==> config.mk <==
export PLATFORM = sky130hd
export DESIGN_NAME = spi_mul_slave
export DESIGN_NICKNAME = d
export VERILOG_FILES = /design/src/rtl/spi_mul_pkg.sv /design/src/rtl/spi_slv_sync_edge.sv /design/src/rtl/spi_mul_slave.sv
export SDC_FILE = /design/constraint.sdc
export NUM_CORES = 1
export LEC_CHECK = 0
export ABC_AREA = 0
export CAP_MARGIN = 40
export CORE_MARGIN = 3
export CORE_UTILIZATION = 50
export DETAILED_ROUTE_END_ITERATION = 6
export HOLD_SLACK_MARGIN = 0.1
export MAX_ROUTING_LAYER = met4
export PLACE_DENSITY_LB_ADDON = 0.25
export SLEW_MARGIN = 20
export SYNTH_ARGS = -nofsm -noshare
export SYNTH_HDL_FRONTEND = slang
export SYNTH_SLANG_ARGS = --single-unit
==> constraint.sdc <==
create_clock -name clk_int -period 6.59 [get_ports clk_int]
set_input_delay 1.977 -clock clk_int [delete_from_list [all_inputs] [get_ports clk_int]]
set_output_delay 1.977 -clock clk_int [all_outputs]
set_load 0.01 [all_outputs]
==> src/rtl/spi_mul_pkg.sv <==
// Shared types and constants for the SPI multiplier slave.
// SPI_MUL_SLV_CHK_EN adds a trailing checksum byte to the frame.
package spi_mul_pkg;

`ifdef SPI_MUL_SLV_CHK_EN
    typedef enum logic [2:0] {
        IDLE, RX_A, RX_B, MUL, TX_HI, TX_LO, TX_CHK, TRAIL
    } state_e;
    localparam int FRAME_BYTES = 5;
`else
    typedef enum logic [2:0] {
        IDLE, RX_A, RX_B, MUL, TX_HI, TX_LO, TRAIL
    } state_e;
    localparam int FRAME_BYTES = 4;
`endif

    localparam logic [7:0] IDLE_FILL_DEF = 8'hFF;

    function automatic logic [7:0] chk_byte(
        input logic [7:0]  a,
        input logic [7:0]  b,
        input logic [15:0] p
    );
        return a ^ b ^ p[15:8] ^ p[7:0];
    endfunction

endpackage

==> src/rtl/spi_slv_sync_edge.sv <==
// N-stage synchronizer with rise/fall pulses from the last two
// synchronized samples.
module spi_slv_sync_edge #(
    parameter int   STAGES  = 2,
    parameter logic RST_VAL = 1'b0
) (
    input  logic clk_i,
    input  logic rst_i,
    input  logic d_i,
    output logic rise_o,
    output logic fall_o
);

    logic [STAGES-1:0] sync_q;
    logic              prev_q;

    always_ff @(posedge clk_i or posedge rst_i) begin
        if (rst_i) begin
            sync_q <= {STAGES{RST_VAL}};
            prev_q <= RST_VAL;
        end else begin
            sync_q <= {sync_q[STAGES-2:0], d_i};
            prev_q <= sync_q[STAGES-1];
        end
    end

    assign rise_o = sync_q[STAGES-1] & ~prev_q;
    assign fall_o = ~sync_q[STAGES-1] & prev_q;

endmodule

==> src/rtl/spi_mul_slave.sv <==
// SPI mode-0 slave: receives A and B, returns A*B in the same frame.
// SPI_MUL_SLV_CHK_EN appends a checksum byte after the product.
module spi_mul_slave
    import spi_mul_pkg::*;
#(
    parameter int                DATA_W      = 8,
    parameter int                SYNC_STAGES = 2,
    parameter logic [DATA_W-1:0] IDLE_FILL   = IDLE_FILL_DEF
) (
    input  logic                  clk_int,
    input  logic                  reset,
    input  logic                  sclk,
    input  logic                  cs_bar,
    input  logic                  din_mosi,
    output logic                  dout_miso,
    output logic                  miso_oe,
    output logic                  rx_valid,
    output logic                  frame_done,
    output logic                  frame_err,
    output logic [2*DATA_W-1:0]   product
);

    localparam int            CW   = $clog2(DATA_W);
    localparam logic [CW-1:0] LAST = CW'(DATA_W - 1);

    logic sclk_rise, sclk_fall, cs_rise, cs_fall;
    logic [SYNC_STAGES-1:0] mosi_q;
    logic mosi_s;

    state_e              state_q, state_d;
    logic [CW-1:0]       cnt_q, cnt_d;
    logic [DATA_W-1:0]   rx_q, rx_d, tx_q, tx_d;
    logic [DATA_W-1:0]   a_q, a_d, b_q, b_d;
    logic [2*DATA_W-1:0] prod_q, prod_d;
    logic                rxv_q, rxv_d, done_q, done_d, err_q, err_d;
    logic [DATA_W-1:0]   rx_byte, next_tx;
    logic                byte_done;

    spi_slv_sync_edge #(.STAGES(SYNC_STAGES), .RST_VAL(1'b0)) u_sclk (
        .clk_i  (clk_int),
        .rst_i  (reset),
        .d_i    (sclk),
        .rise_o (sclk_rise),
        .fall_o (sclk_fall)
    );

    spi_slv_sync_edge #(.STAGES(SYNC_STAGES), .RST_VAL(1'b1)) u_cs (
        .clk_i  (clk_int),
        .rst_i  (reset),
        .d_i    (cs_bar),
        .rise_o (cs_rise),
        .fall_o (cs_fall)
    );

    assign mosi_s    = mosi_q[SYNC_STAGES-1];
    assign rx_byte   = {rx_q[DATA_W-2:0], mosi_s};
    assign byte_done = sclk_rise && (cnt_q == LAST);

    // Byte loaded at the fall that closes a byte, keyed by the new state
    always_comb begin
        next_tx = '0;
        case (state_q)
            TX_HI:   next_tx = tx_q;
            TX_LO:   next_tx = prod_q[DATA_W-1:0];
`ifdef SPI_MUL_SLV_CHK_EN
            TX_CHK:  next_tx = chk_byte(a_q, b_q, prod_q);
`endif
            TRAIL:   next_tx = IDLE_FILL;
            default: next_tx = '0;
        endcase
    end

    always_comb begin
        state_d = state_q;
        cnt_d   = cnt_q;
        rx_d    = rx_q;
        tx_d    = tx_q;
        a_d     = a_q;
        b_d     = b_q;
        prod_d  = prod_q;
        rxv_d   = 1'b0;
        done_d  = 1'b0;
        err_d   = 1'b0;
        if (cs_rise) begin
            if (state_q != IDLE) begin
                err_d   = (state_q != TRAIL);
                state_d = IDLE;
                cnt_d   = '0;
                rx_d    = '0;
                tx_d    = '0;
            end
        end else if (state_q == IDLE) begin
            if (cs_fall) begin
                state_d = RX_A;
                cnt_d   = '0;
                rx_d    = '0;
                tx_d    = '0;
            end
        end else begin
            if (sclk_rise) begin
                rx_d  = rx_byte;
                cnt_d = cnt_q + 1'b1;
            end
            if (sclk_fall) begin
                tx_d = (cnt_q == '0) ? next_tx
                                     : {tx_q[DATA_W-2:0], 1'b0};
            end
            rxv_d = byte_done;
            case (state_q)
                RX_A: if (byte_done) begin
                    a_d     = rx_byte;
                    state_d = RX_B;
                end
                RX_B: if (byte_done) begin
                    b_d     = rx_byte;
                    state_d = MUL;
                end
                MUL: begin
                    prod_d  = {{DATA_W{1'b0}}, a_q}
                            * {{DATA_W{1'b0}}, b_q};
                    tx_d    = prod_d[2*DATA_W-1:DATA_W];
                    state_d = TX_HI;
                end
                TX_HI: if (byte_done) state_d = TX_LO;
`ifdef SPI_MUL_SLV_CHK_EN
                TX_LO: if (byte_done) state_d = TX_CHK;
                TX_CHK: if (byte_done) begin
                    state_d = TRAIL;
                    done_d  = 1'b1;
                end
`else
                TX_LO: if (byte_done) begin
                    state_d = TRAIL;
                    done_d  = 1'b1;
                end
`endif
                default: ;
            endcase
        end
    end

    always_ff @(posedge clk_int or posedge reset) begin
        if (reset) begin
            mosi_q  <= '0;
            state_q <= IDLE;
            cnt_q   <= '0;
            rx_q    <= '0;
            tx_q    <= '0;
            a_q     <= '0;
            b_q     <= '0;
            prod_q  <= '0;
            rxv_q   <= 1'b0;
            done_q  <= 1'b0;
            err_q   <= 1'b0;
        end else begin
            mosi_q  <= {mosi_q[SYNC_STAGES-2:0], din_mosi};
            state_q <= state_d;
            cnt_q   <= cnt_d;
            rx_q    <= rx_d;
            tx_q    <= tx_d;
            a_q     <= a_d;
            b_q     <= b_d;
            prod_q  <= prod_d;
            rxv_q   <= rxv_d;
            done_q  <= done_d;
            err_q   <= err_d;
        end
    end

    assign miso_oe    = (state_q != IDLE);
    assign dout_miso  = miso_oe & tx_q[DATA_W-1];
    assign rx_valid   = rxv_q;
    assign frame_done = done_q;
    assign frame_err  = err_q;
    assign product    = prod_q;

endmodule

==> results of run 1 <==
[power groups by stage]
stage	clock [mW]	combinational, mW	sequential [mW]
3_5_place_dp	0	0.0621	0.420
4_1_cts	0.411	0.0624	0.412
5_1_grt	0.424	0.0735	0.415
6_report	0.401	0.0634	0.412
2_1_floorplan	0	0.0501	0.416
3_3_place_gp	0	0.0600	0.420
[flip-flops by register name, indices dropped and copies added, names as in the netlist]
name	count
cnt_q	3
frame_err	1
a_q	8
rx_q	7
b_q	8
rx_valid	1
u_sclk.sync_q	2
product	16
frame_done	1
u_sclk.prev_q	1
mosi_q	2
u_cs.prev_q	1
tx_q	8
u_cs.sync_q	2
state_q	3
[path summary, 6_finish.rpt]
path,slack [ns],cells past startpoint,from,endpoint
max,1.89,15,a_q[4],product[14]
min,0.35,0,mosi_q[0],mosi_q[1]
max reg2reg,1.89,15,a_q[4],product[14]
min reg2reg,0.35,0,mosi_q[0],mosi_q[1]
max in group asynchronous,4.18,4,reset,u_cs.sync_q[1]
min in group asynchronous,1.89,3,reset,u_sclk.sync_q[1]
[cell usage after synthesis, drive strengths merged, types with 5 or more instances]
| library cell | number | area (sq um) |
|---|---|---|
| a21o | 7 | 53.8 |
| a21oi | 12 | 63.8 |
| and2 | 53 | 334 |
| buf | 10 | 61.3 |
| dfrtp | 61 | 1530 |
| fa | 36 | 721 |
| ha | 40 | 500 |
| inv | 59 | 221 |
| mux2 | 17 | 191 |
| nand2 | 66 | 248 |
| nand2b | 5 | 31.3 |
| nand3 | 5 | 25.0 |
| nor2 | 14 | 52.6 |
| nor2b | 6 | 45.0 |
| nor3 | 8 | 40.0 |
| o211ai | 7 | 57.6 |
| o21a | 5 | 37.5 |
| o21ai | 28 | 144 |
| o31ai | 7 | 66.3 |
[per-stage QoR]
step	hold WS (ns)	std cells	total power, mW
4_1_cts	0.358	661	0.886
3_5_place_dp	0.339	645	0.482
3_3_place_gp	0.335	644	0.480
5_1_grt	0.360	662	0.912
2_1_floorplan	0.331	501	0.466
6_report	0.353	662	0.877
[metal layers]
| layer | GRT usage, % | wire length (um) | vias up |
|---|---|---|---|
| met3 | 3.18 | 464 | 13 |
| met2 | 32.8 | 5100 | 82 |
| met1 | 29.5 | 4930 | 1868 |
| met4 | 4.63 | 118 | 0 |
| li1 | - | - | 1750 |
| met5 | - | 0 | - |
[cells by family (layout without fill, tap and decap cells)]
family,count (synthesis),in the layout
DFF,64,64
muxes,17,17
buffers and inverters,71,103
xor gates and xnor gates,6,6
AOI/OAI and AO/OA,93,93
and+or+nand+nor,174,174
adders and majority gates,76,76
[cell type report]
class | count | share of cell area [%]
clock buffer | 10 | 2.46
timing repair buffer | 28 | 5.29
sequential | 64 | 28.7
multi-input combinational | 366 | 55.1
tap | 129 | 2.88
clock inverter | 6 | 1.63
inverter | 59 | 3.95
==> run metrics, run 1 <==
critical path endpoint category flop; FMAX between 0.2 and 0.25 GHz; asr flop ratio synth 100%; vias in the first global route 3720; Critical Path RT just under 7 ns; DP Wirelength 8070 um; Critical Path Fanout Max 9; CP delay by family, top adder cells; share of cells above drive strength 1 a little over a tenth; Final Critical Period ~4.7 ns; DP Area roughly 5300 sq um; CTS tree yes; final worst-path cycle share between 70% and 80%; die area around 11000 sq um; P_int 0.648 mW; Non-Filler Cell Area, Final between 5000 and 6000 sq um; Max transition margin 48.1%; GRT overflow 0; initial antenna violation count 0; CP max-delay cell fa_1; Synth Area in Compound Gates between 10% and 20%; Final Util 59.2%; pwr/cell area approximately 160 nW/um^2; initial DRC count about 180; TritonCTS Sinks 64; CP Launch Type flop; pin count of the biggest net entering global routing 65; postcts setup bufs 0; simple-gate share of the synthesized area a little under a fifth; Root Buffer clkbuf_8; sequential share of the synthesized area approximately a third; main combinational cell family by area after synthesis adder cells; post-synthesis adder-cell area fraction between 20% and 30%; final setup fails 0; area taken by multi-input logic gates 3090 sq um; worst path bufs/invs 4; Hold WC Path Type flop to flop; Clk network pwr share a little under half; status finished clean; area growth from synthesis to layout 12.4%; hold_buf cts 0; via-per-instance ratio 5.61; Synth cell types 64; Worst Tran Pin Value between 0.7 and 0.8 ns; post-place setup slack between 1.5 and 2 ns; CTS Buffer Depth 2; RSZ-0062 raised after global routing false; maxcap violations 0; Worst-path clk slew 0.08 ns; Resized cells post-CTS 0; crit path DAT 4.98 ns; Die Span Y between 100 and 150 um; GP Congestion approximately 0.90; DRC Markers 0; # diodes 0; mux cell area share after synthesis 3.84%; Final Hold Viols 0; CP peak stage delay between 0.5 and 0.6 ns; Core Box Area ~9500 sq um; I/O Buffers 25; mean post-synth cell area approximately 9.9 sq um; setup_tns 0 ns; clk_skew around 0.012 ns; Final Max Slew Viols 0; drt pass-1 iters 5; row count 35; Final ANT Viol Nets 0; global-route wire length before repair around 18000 um; crit-path cells and2_1 > fa_1 > inv_1 > fa_1 > inv_1 > fa_1 > inv_1 > fa_1 > inv_1 > ha_1 > and2_4 > a221oi_4 > a211oi_2 > or4_4 > nand3_1; Post-synth EDFFs 0; synthesized net count 582; Register Area approximately 1600 sq um; Die Width 106 um; mapped cell area roughly 5000 sq um; Mapped Cells 501; total number of vias between 3000 and 4000; Syn. warnings 0; Nets between 600 and 700; WL/cell about 16 um; sequential power share 47.0%; CTS Buf Count 9; IO Pins 26; P_sw 0.228 mW; commonest non-fill, non-tap cell in the layout nand2_1; Lkg Pwr 2.72 nW; Synth Area in XOR/XNOR 1.05%; crit path kind flop to flop; Starting Density about 53%; H-tree depth 3; Routed WL roughly 11000 um; Worst-Skew Late Latency about 0.35 ns; fillers around 840; Synth Flop Type dfrtp_1; Total GRT Usage about a fifth; Worst Setup Slack, final about 1.9 ns; switching share of total power a little over a quarter; commonest cells after routing, fill and taps aside 66 x nand2_1, 61 x dfrtp_1, 58 x inv_1; combinational share of power 7.2%; flops & latches, synth 64; maximum VDD drop between 0.1 and 0.15 mV
Note: power is estimated with default switching activity, not from simulation.
==> run 2, diff against run 1 <==
clock period = 3.9 ns   (was 6.59 ns; I/O delays follow)
==> run metrics, run 2 (synthesized netlist as in run 1, its figures left out) <==
setup_tns -4.92 ns (-4.92 ns); P_int 0.963 mW (+49%); crit-path cells and2_4 > fa_1 > fa_1 > fa_1 > inv_1 > fa_1 > inv_2 > ha_4 > a21o_1 > a21o_1 > a21o_1 > or4_4 > a32o_1; IO Pins 26 (unchanged); DRC Markers 0 (unchanged); CTS Buffer Depth 2 (unchanged); GP Congestion 0.878 (-2.3%); Die Span Y 106 um (unchanged); Critical Path RT 4.12 ns (-2.75 ns); Max transition margin 51.8% (+3.6 points); TritonCTS Sinks 64 (unchanged); pin count of the biggest net entering global routing 65 (unchanged); status finished, violations left; area growth from synthesis to layout 27.1%; share of cells above drive strength 1 30.1% (+19 points); Hold WC Path Type flop to flop; I/O Buffers 25 (unchanged); WL/cell 16.8 um (+5.1%); sequential power share 52.2% (+5.2 points); crit path kind flop to flop; # diodes 0 (unchanged); maxcap violations 0 (unchanged); initial antenna violation count 0 (unchanged); Root Buffer clkbuf_8; Hold Crit Depth 0 (unchanged); max reg flops 16 (unchanged); die area 11200 sq um (unchanged); final setup fails 16 (+16); Reg2Reg Depth 13 (-2); CP Launch Type flop; P_sw 0.375 mW (+64%); Final Critical Period 4.31 ns (-0.389 ns); Total GRT Usage 23.4% (+2.3 points); CTS Buf Count 9 (unchanged); Nets 674 (+11%); switching share of total power 28.0% (+1.9 points); Worst-path clk slew 0.08 ns (about the same); maximum VDD drop 0.185 mV (+31%); CP peak stage delay 0.51 ns (-0.02 ns); pwr/cell area 211 nW/um^2 (+35%); global-route wire length before repair 20300 um (+10%); Lkg Pwr 3.03 nW (+11%); total number of vias 3937 (+6.0%); Critical Path Fanout Max 6 (-3); Final Hold Viols 0 (unchanged); via-per-instance ratio 5.42 (-3.4%); GRT overflow 0 (unchanged); critical path endpoint category flop; Routed WL 12200 um (+15%); crit path DAT 4.53 ns (-0.45 ns); Die Width 106 um (unchanged); Worst Setup Slack, final -0.411 ns (-2.30 ns); FMAX 0.232 GHz (+9.0%); CP max-delay cell fa_1; dpl cells 697 (+8.1%); Clk network pwr share 39.9% (-5.8 points); CP dominant cell by count fa_1; commonest cells after routing, fill and taps aside 66 x nand2_1, 60 x buf_4, 52 x dfrtp_1; combinational share of power 7.9% (+0.7 points); initial DRC count 148 (-17%); DP Wirelength 9160 um (+14%); Starting Density 52.7% (unchanged); row count 35 (unchanged); Worst-Skew Late Latency 0.34 ns (about the same); Final ANT Viol Nets 0 (unchanged); drt pass-1 iters 4 (-1); failing checks setup timing; clk_skew 0.0123 ns (+0.000657 ns); final cell count without fillers 727 (+9.8%); Final Util 66.9% (+7.7 points); Final Max Slew Viols 0 (unchanged); RSZ-0062 raised after global routing true; CTS tree yes; final worst-path cycle share 111% (+39 points); commonest non-fill, non-tap cell in the layout nand2_1; H-tree depth 3 (unchanged); vias in the first global route 4150 (+12%); Core Box Area 9460 sq um (unchanged); Worst Tran Pin Value 0.721 ns (-0.0544 ns)
## run 2: changes by cell type in the layout (fill, tap and decap cells not counted), moves of 5 or more
cell,change
buf_4,+59
dfrtp_1,-9
dfrtp_2,+9
and2_1,-8
and2_4,+8
ha_1,-8
ha_4,+8
inv_1,-8
inv_2,+8
o21ai_0,-8
o21ai_1,+8
buf_6,+6
o31ai_1,-5
## run 2: final timing paths
| check | startpoint | end | slack, ns |
|---|---|---|---|
| setup / recovery | a_q[4] | tx_q[5] | -0.41 |
| hold / removal | u_sclk.sync_q[0] | u_sclk.sync_q[1] | 0.35 |
| setup reg to reg | a_q[4] | tx_q[5] | -0.41 |
| hold reg to reg | u_sclk.sync_q[0] | u_sclk.sync_q[1] | 0.35 |
| max in group asynchronous | reset | u_cs.sync_q[1] | 2.38 |
| min in group asynchronous | reset | u_sclk.prev_q | 1.22 |
## run 2: power groups by stage
stage               logic (mW)  registers, mW  clock network (mW)
CTS                      0.107          0.698               0.555
finish                   0.106          0.698               0.534
detailed placement       0.107          0.711                   0
global route             0.122          0.701               0.575
global placement         0.104          0.709                   0
floorplan               0.0846          0.703                   0
## run 2: cell type report
type / instances / area [sq um]
clock buffers: 10 / 138
clock inverters: 6 / 43.8
multi-input cells: 366 / 3350
fillers: 751 / 3130
flip-flops and latches: 64 / 1620
inverters: 59 / 221
well taps: 129 / 161
repair buffers: 93 / 800
## run 2: critical path: cells and delay by family (launching register included)
kind	cells	cell delay, ns
adders and majority gates	5	2.16
AOI/OAI and AO/OA	4	0.80
and+or+nand+nor	2	0.65
DFF	1	0.46
buffers and inverters	2	0.10
## run 2: what timing repair did
action	in CTS	in global routing
resized for setup	22	30
pin swaps	11	21
buffers inserted	5	9
hold endpoints to repair	0	0
endpoints found under the setup margin	16	18
hold buffers	0	0
## run 2: metrics by stage
stage	power [mW]	hold WS (ns)	setup slack, ns	cell area [sq um]
2_1_floorplan	0.788	0.331	-0.209	5090
3_3_place_gp	0.813	0.334	-0.352	5840
3_5_place_dp	0.818	0.339	-0.422	5860
4_1_cts	1.36	0.357	-0.391	6130
5_1_grt	1.40	0.359	-0.517	6330
6_report	1.34	0.353	-0.411	6330
## run 2: routing by layer
metal	GRT usage [%]	up-vias	part of all wire, %
li1	-	1870	-
met1	30.5	1965	44
met2	38.6	85	50
met3	3.86	17	4.4
met4	5.37	0	1.3
met5	-	-	0
